===== config.mk =====
export PLATFORM = sky130hd
export DESIGN_NAME = hamming_secded_decoder
export DESIGN_NICKNAME = d
export VERILOG_FILES = /design/src/rtl/hamming_secded_decoder.sv
export SDC_FILE = /design/constraint.sdc
export NUM_CORES = 1
export LEC_CHECK = 0
export CORE_MARGIN = 2
export CORE_UTILIZATION = 46
export DETAILED_ROUTE_END_ITERATION = 16
export PLACE_DENSITY = 0.76
export SLEW_MARGIN = 20
export SYNTH_ARGS = -nofsm -noshare
export SYNTH_HDL_FRONTEND = slang
export SYNTH_SLANG_ARGS = --single-unit

===== constraint.sdc =====
create_clock -name clk -period 1.8 [get_ports clk]
set_input_delay 0.18 -clock clk [delete_from_list [all_inputs] [get_ports clk]]
set_output_delay 0.18 -clock clk [all_outputs]
set_load 0.1 [all_outputs]

===== src/rtl/hamming_secded_decoder.sv =====
// Purpose : pipelined SECDED Hamming decoder (systematic layout) with saturating error statistics.
// Latency : 2 cycles accept-to-output (S1 syndrome, S2 correction), 1 word/cycle throughput.
// Backpr. : valid/ready both sides; in_ready = !s1_valid || adv, outputs frozen while stalled.
//
// Ports:
//   clk, rst_n                 clock (rising edge), asynchronous active-low reset
//   in_valid/in_ready/in_code  receive side, codeword = {overall parity, data, check bits}
//   out_valid/out_ready        sink side handshake
//   out_data                   decoded (or raw) data
//   out_err_corr               single error seen (data corrected when CORRECT_EN=1)
//   out_err_uncorr             double error seen, out_data is raw
//   out_syndrome               Hamming syndrome of the word
//   cnt_clr                    synchronous clear of both counters (beats a coincident increment)
//   corr_cnt/uncorr_cnt        saturating per-class word counters, stepped on output transfers
module hamming_secded_decoder #(
   parameter int DATA_W     = 4,
   parameter bit CORRECT_EN = 1'b1,
   parameter int CNT_W      = 16,
   // Smallest P with 2^P >= DATA_W+P+1, tabulated over the legal 4..57 range.
   localparam int PAR_W     = (DATA_W <= 4)  ? 3 :
                              (DATA_W <= 11) ? 4 :
                              (DATA_W <= 26) ? 5 : 6,
   localparam int CW_W      = DATA_W + PAR_W + 1
) (
   input  logic              clk,
   input  logic              rst_n,
   input  logic              in_valid,
   output logic              in_ready,
   input  logic [CW_W-1:0]   in_code,
   output logic              out_valid,
   input  logic              out_ready,
   output logic [DATA_W-1:0] out_data,
   output logic              out_err_corr,
   output logic              out_err_uncorr,
   output logic [PAR_W-1:0]  out_syndrome,
   input  logic              cnt_clr,
   output logic [CNT_W-1:0]  corr_cnt,
   output logic [CNT_W-1:0]  uncorr_cnt
);

   // Hamming position of data bit j: the j-th integer >= 3 that is not a power of two.
   // Positions never exceed 63 for the legal DATA_W range.
   function automatic int data_pos(input int j);
      int n;
      int r;
      n = 0;
      r = 0;
      for (int p = 3; p < 64; p++) begin
         if ((p & (p - 1)) != 0) begin
            if (n == j) r = p;
            n++;
         end
      end
      return r;
   endfunction

   // Data bits covered by check bit i: those whose position has bit i set.
   function automatic logic [DATA_W-1:0] check_mask(input int i);
      logic [DATA_W-1:0] m;
      m = '0;
      for (int j = 0; j < DATA_W; j++) begin
         m[j] = ((data_pos(j) >> i) & 1) != 0;
      end
      return m;
   endfunction

   // ---------------------------------------------------------------- handshake
   logic s1_vld_q, s1_vld_d;
   logic s2_vld_q, s2_vld_d;
   logic adv2;
   logic adv1;
   logic out_xfer;

   assign adv2     = !s2_vld_q || out_ready;
   assign adv1     = adv2;
   assign in_ready = !s1_vld_q || adv1;
   assign out_xfer = s2_vld_q && out_ready;

   // ---------------------------------------------------------------- stage 0 (comb)
   logic [DATA_W-1:0] rx_data;
   logic [PAR_W-1:0]  rx_chk;
   logic [PAR_W-1:0]  syn_calc;
   logic              pe_calc;

   assign rx_data = in_code[CW_W-2:PAR_W];
   assign rx_chk  = in_code[PAR_W-1:0];
   assign pe_calc = ^in_code;

   for (genvar gi = 0; gi < PAR_W; gi++) begin : g_syn
      localparam logic [DATA_W-1:0] MASK = check_mask(gi);
      assign syn_calc[gi] = (^(rx_data & MASK)) ^ rx_chk[gi];
   end

   // ---------------------------------------------------------------- stage 1 regs
   logic [DATA_W-1:0] s1_data_q, s1_data_d;
   logic [PAR_W-1:0]  s1_syn_q,  s1_syn_d;
   logic              s1_pe_q,   s1_pe_d;

   always_comb begin
      s1_vld_d  = s1_vld_q;
      s1_data_d = s1_data_q;
      s1_syn_d  = s1_syn_q;
      s1_pe_d   = s1_pe_q;
      if (in_ready) begin
         s1_vld_d = in_valid;
         if (in_valid) begin
            s1_data_d = rx_data;
            s1_syn_d  = syn_calc;
            s1_pe_d   = pe_calc;
         end
      end
   end

   always_ff @(posedge clk or negedge rst_n) begin
      if (!rst_n) begin
         s1_vld_q  <= 1'b0;
         s1_data_q <= '0;
         s1_syn_q  <= '0;
         s1_pe_q   <= 1'b0;
      end else begin
         s1_vld_q  <= s1_vld_d;
         s1_data_q <= s1_data_d;
         s1_syn_q  <= s1_syn_d;
         s1_pe_q   <= s1_pe_d;
      end
   end

   // ---------------------------------------------------------------- correction (comb)
   // A data bit flips only for an odd-weight error whose syndrome names its position;
   // syndromes of 0 or a power of two point at the parity/check bits, so data is untouched.
   logic [DATA_W-1:0] flip;
   logic [DATA_W-1:0] fixed_data;
   logic              corr_flag;
   logic              uncorr_flag;

   for (genvar gj = 0; gj < DATA_W; gj++) begin : g_flip
      localparam int POS = data_pos(gj);
      assign flip[gj] = s1_pe_q && (s1_syn_q == PAR_W'(POS));
   end

   assign fixed_data  = CORRECT_EN ? (s1_data_q ^ flip) : s1_data_q;
   assign corr_flag   = s1_pe_q;
   assign uncorr_flag = !s1_pe_q && (|s1_syn_q);

   // ---------------------------------------------------------------- stage 2 regs
   logic [DATA_W-1:0] s2_data_q,   s2_data_d;
   logic              s2_corr_q,   s2_corr_d;
   logic              s2_uncorr_q, s2_uncorr_d;
   logic [PAR_W-1:0]  s2_syn_q,    s2_syn_d;

   always_comb begin
      s2_vld_d    = s2_vld_q;
      s2_data_d   = s2_data_q;
      s2_corr_d   = s2_corr_q;
      s2_uncorr_d = s2_uncorr_q;
      s2_syn_d    = s2_syn_q;
      if (adv2) begin
         s2_vld_d = s1_vld_q;
         if (s1_vld_q) begin
            s2_data_d   = fixed_data;
            s2_corr_d   = corr_flag;
            s2_uncorr_d = uncorr_flag;
            s2_syn_d    = s1_syn_q;
         end
      end
   end

   always_ff @(posedge clk or negedge rst_n) begin
      if (!rst_n) begin
         s2_vld_q    <= 1'b0;
         s2_data_q   <= '0;
         s2_corr_q   <= 1'b0;
         s2_uncorr_q <= 1'b0;
         s2_syn_q    <= '0;
      end else begin
         s2_vld_q    <= s2_vld_d;
         s2_data_q   <= s2_data_d;
         s2_corr_q   <= s2_corr_d;
         s2_uncorr_q <= s2_uncorr_d;
         s2_syn_q    <= s2_syn_d;
      end
   end

   assign out_valid      = s2_vld_q;
   assign out_data       = s2_data_q;
   assign out_err_corr   = s2_corr_q;
   assign out_err_uncorr = s2_uncorr_q;
   assign out_syndrome   = s2_syn_q;

   // ---------------------------------------------------------------- statistics
   logic [CNT_W-1:0] corr_cnt_q,   corr_cnt_d;
   logic [CNT_W-1:0] uncorr_cnt_q, uncorr_cnt_d;

   always_comb begin
      corr_cnt_d   = corr_cnt_q;
      uncorr_cnt_d = uncorr_cnt_q;
      if (cnt_clr) begin
         corr_cnt_d   = '0;
         uncorr_cnt_d = '0;
      end else if (out_xfer) begin
         if (s2_corr_q && (corr_cnt_q != {CNT_W{1'b1}})) begin
            corr_cnt_d = corr_cnt_q + CNT_W'(1);
         end
         if (s2_uncorr_q && (uncorr_cnt_q != {CNT_W{1'b1}})) begin
            uncorr_cnt_d = uncorr_cnt_q + CNT_W'(1);
         end
      end
   end

   always_ff @(posedge clk or negedge rst_n) begin
      if (!rst_n) begin
         corr_cnt_q   <= '0;
         uncorr_cnt_q <= '0;
      end else begin
         corr_cnt_q   <= corr_cnt_d;
         uncorr_cnt_q <= uncorr_cnt_d;
      end
   end

   assign corr_cnt   = corr_cnt_q;
   assign uncorr_cnt = uncorr_cnt_q;

endmodule


==> results_dict.tcl <==
set metrics [dict create \
    rsz0062_at_grt "true" \
    fill_cells 448 \
    antenna_found_initial 0 \
    cp-end-kind "flop" \
    whs_ns 0.353 \
    drt_iter0_drc 118 \
    path_clk_slew_ns 0.10 \
    finalWirelength_mm 5.94 \
    r2r_slack_ns 0.02 \
    rows 27 \
    final-hold-violation-count 0 \
    synth_seq_area_share_pct 47.3 \
    coreArea_sq_um 5570 \
    synthToLayoutAreaGrowth_pct 37.2 \
    drc_errors 0 \
    drt_first_pass_iters 4 \
    hp-class "primary input to asynchronous set/reset pin" \
    clkSinkCount 51 \
    tightestPinTransition_ns 0.499 \
    r2r_cells 6 \
    vias 2215 \
    r2r_start "uncorr_cnt[0]$_DFFE_PN0P_" \
    async_flop_share_pct 100 \
    fin_nets 350 \
    ys_types 49 \
    startpoint "uncorr_cnt[0]$_DFFE_PN0P_" \
    ys_ff_latch 51 \
    io_pins 56 \
    wire_per_inst_um 14.6 \
    p_total_mw 3.33 \
    htreeDepth 2 \
    gp_congestion 0.840 \
    yosysWarnings 0 \
    crit_type "flop to flop" \
    grt_pass1_vias 2121 \
    crit_path_max_incr_delay_ns 0.45 \
    syn-cell-area_sq_um 2700 \
    grt_pass1_wl_mm 9.89 \
    peakVddDrop_v 0.000800 \
    synth.area.top_cells "dfrtp_1 47%, xnor2_1 5.2%, xor2_1 4.5%" \
    cts-root-buf "clkbuf_8" \
    grt.total_usage_pct 19.4 \
    syn_area_per_cell_sq_um 10.4 \
    grt_max_degree 39 \
    tns_ns 0 \
    dp.cells 392 \
    die_h_um 80.6 \
    synth_common_cells "51 x dfrtp_1, 31 x nor2_1, 19 x nand2_1" \
    synth_flop_cell "dfrtp_1" \
    crit_family "simple AND/OR/NAND/NOR gates" \
    clock_path_buffers 2 \
    initial_core_util_pct 48.4 \
    final.min_clock_period_ns 1.78 \
    setup_violations 0 \
    clock_latency_ns 0.31 \
    final_cell_area_sq_um 3700 \
    crit_arrival_ns 1.98 \
    fin_cells 408 \
    yosysMostFrequentCell "dfrtp_1" \
    power_density_nw_per_um2 900 \
    die_area_sq_um 6500 \
    crit_required_ns 2.00 \
    path_depth 6 \
    drv_slew 0 \
    syn_inst 259 \
    start_kind "flop" \
    num_antenna_cells 0 \
    reg2reg_to "uncorr_cnt[4]$_DFFE_PN0P_" \
    numCtsBuffers 5 \
    fin_skew_ns 0.0122 \
    period_share_pct 98.9 \
    crit_buf_inv 0 \
    synth_top_area_cell "dfrtp_1" \
    max_freq_ghz 0.562 \
    detail_route.vias_per_cell 5.43 \
    ant_nets 0 \
    worstSetupEndpoint "uncorr_cnt[4]$_DFFE_PN0P_" \
    status "complete, no violations" \
    cp_cell_sequence "ha_4 -> nand3_4 -> nor4_4 -> a21oi_2 -> nand4_1 -> mux2_4" \
    cp_max_fo 4 \
    leakage_nw 1.57 \
    dpl_cell_area_sq_um 3530 \
    slowest_stage "dfrtp_4" \
    io_buffers 55 \
    die_w_um 80.6 \
    grt_overflow 0 \
    cts_tree "done" \
    synth.net_count 274 \
    synth_top_area_share_pct 47.3 \
    synth_edf_count 0 \
    hpwl_mm 4.40 \
    maxCapViolCount 0 \
    max_slew_margin_pct 66.7 \
    drive_above_1_share_pct 42.3 \
]
[cells in the final DEF, fill, tap and decap left out, types with 7 or more instances in the layout]
master           count
buf_4               59
nor2_1              31
dfrtp_4             27
nand2_1             19
xnor2_1             16
dfrtp_1             16
xor2_1              14
nand3_1             11
clkdlybuf4s50_1     11
mux2_4               9
o21ai_0              8
dfrtp_2              8
nand4_1              7
[how the worst min path moves through the flow]
stage           from                        to  depth (start not counted)
2_1_floorplan  rst_n  corr_cnt[11]$_DFFE_PN0P_                          0
3_3_place_gp   rst_n   corr_cnt[4]$_DFFE_PN0P_                          1
3_5_place_dp   rst_n   corr_cnt[8]$_DFFE_PN0P_                          1
4_1_cts        rst_n   corr_cnt[8]$_DFFE_PN0P_                          2
5_1_grt        rst_n  corr_cnt[13]$_DFFE_PN0P_                          2
6_report       rst_n   corr_cnt[4]$_DFFE_PN0P_                          2
[through the flow]
stage | setup slack, ns | util (%)
final | 0.0201 | 66.5
after global routing | -0.0240 | 66.5
after CTS | 0.0120 | 65.1
after detailed placement | -0.0730 | 63.3
after global placement | -0.0305 | 63.3
after floorplan | -0.621 | -
[sequential cells by signal, indices dropped and copies added, names as in the netlist]
name	count
corr_cnt	16
corr_flag	1
out_data	4
out_err_corr	1
out_err_uncorr	1
out_syndrome	3
out_valid	1
s1_data_q	4
s1_syn_q	3
s1_vld_q	1
uncorr_cnt	16
[logic make-up after synthesis]
group	share of synthesized area [%]
and+or+nand+nor	24.0
muxes	6.95
buffers and inverters	1.76
DFF	47.3
adders and majority gates	0.927
xor gates and xnor gates	9.73
AOI/OAI and AO/OA	9.36
[power by group]
| group | internal (mW) | switching [mW] | total [mW] | leakage [nW] |
|---|---|---|---|---|
| Clock | 0.282 | 0.412 | 0.694 | 0.0489 |
| Sequential | 1.28 | 0.137 | 1.42 | 0.608 |
| Combinational | 0.357 | 0.863 | 1.22 | 0.912 |
| Total | 1.92 | 1.41 | 3.33 | 1.57 |
[layout make-up]
| cell class | count | area [sq um] | area share, % |
|---|---|---|---|
| clock buffer | 5 | 68.8 | 1.86 |
| clock inverter | 3 | 22.5 | 0.608 |
| inverter | 4 | 15.0 | 0.405 |
| multi-input combinational | 196 | 1450 | 39.2 |
| sequential | 51 | 1390 | 37.5 |
| tap | 72 | 90.1 | 2.43 |
| timing repair buffer | 77 | 668 | 18.0 |
[routing by layer]
layer,global-route usage (%),vias up,wire length [um]
met5,0,-,0
met4,5.59,0,69
met3,4.04,6,305
met2,32.9,54,2970
met1,24.9,1075,2600
li1,-,1080,-
[repair_timing]
item	CTS	global route
buffers inserted	0	7
endpoints found under the hold margin	19	0
hold buffers	1	0
endpoints found under the setup margin	0	7
resized for setup	0	4
[worst reg2reg max path: stages, from the launching register on]
cell and delay [ns]:
dfrtp_4 0.45, ha_4 0.15, nand3_4 0.07, nor4_4 0.41, a21oi_2 0.15, nand4_1 0.12
mux2_4 0.31
(Power assumes the default switching activity.)
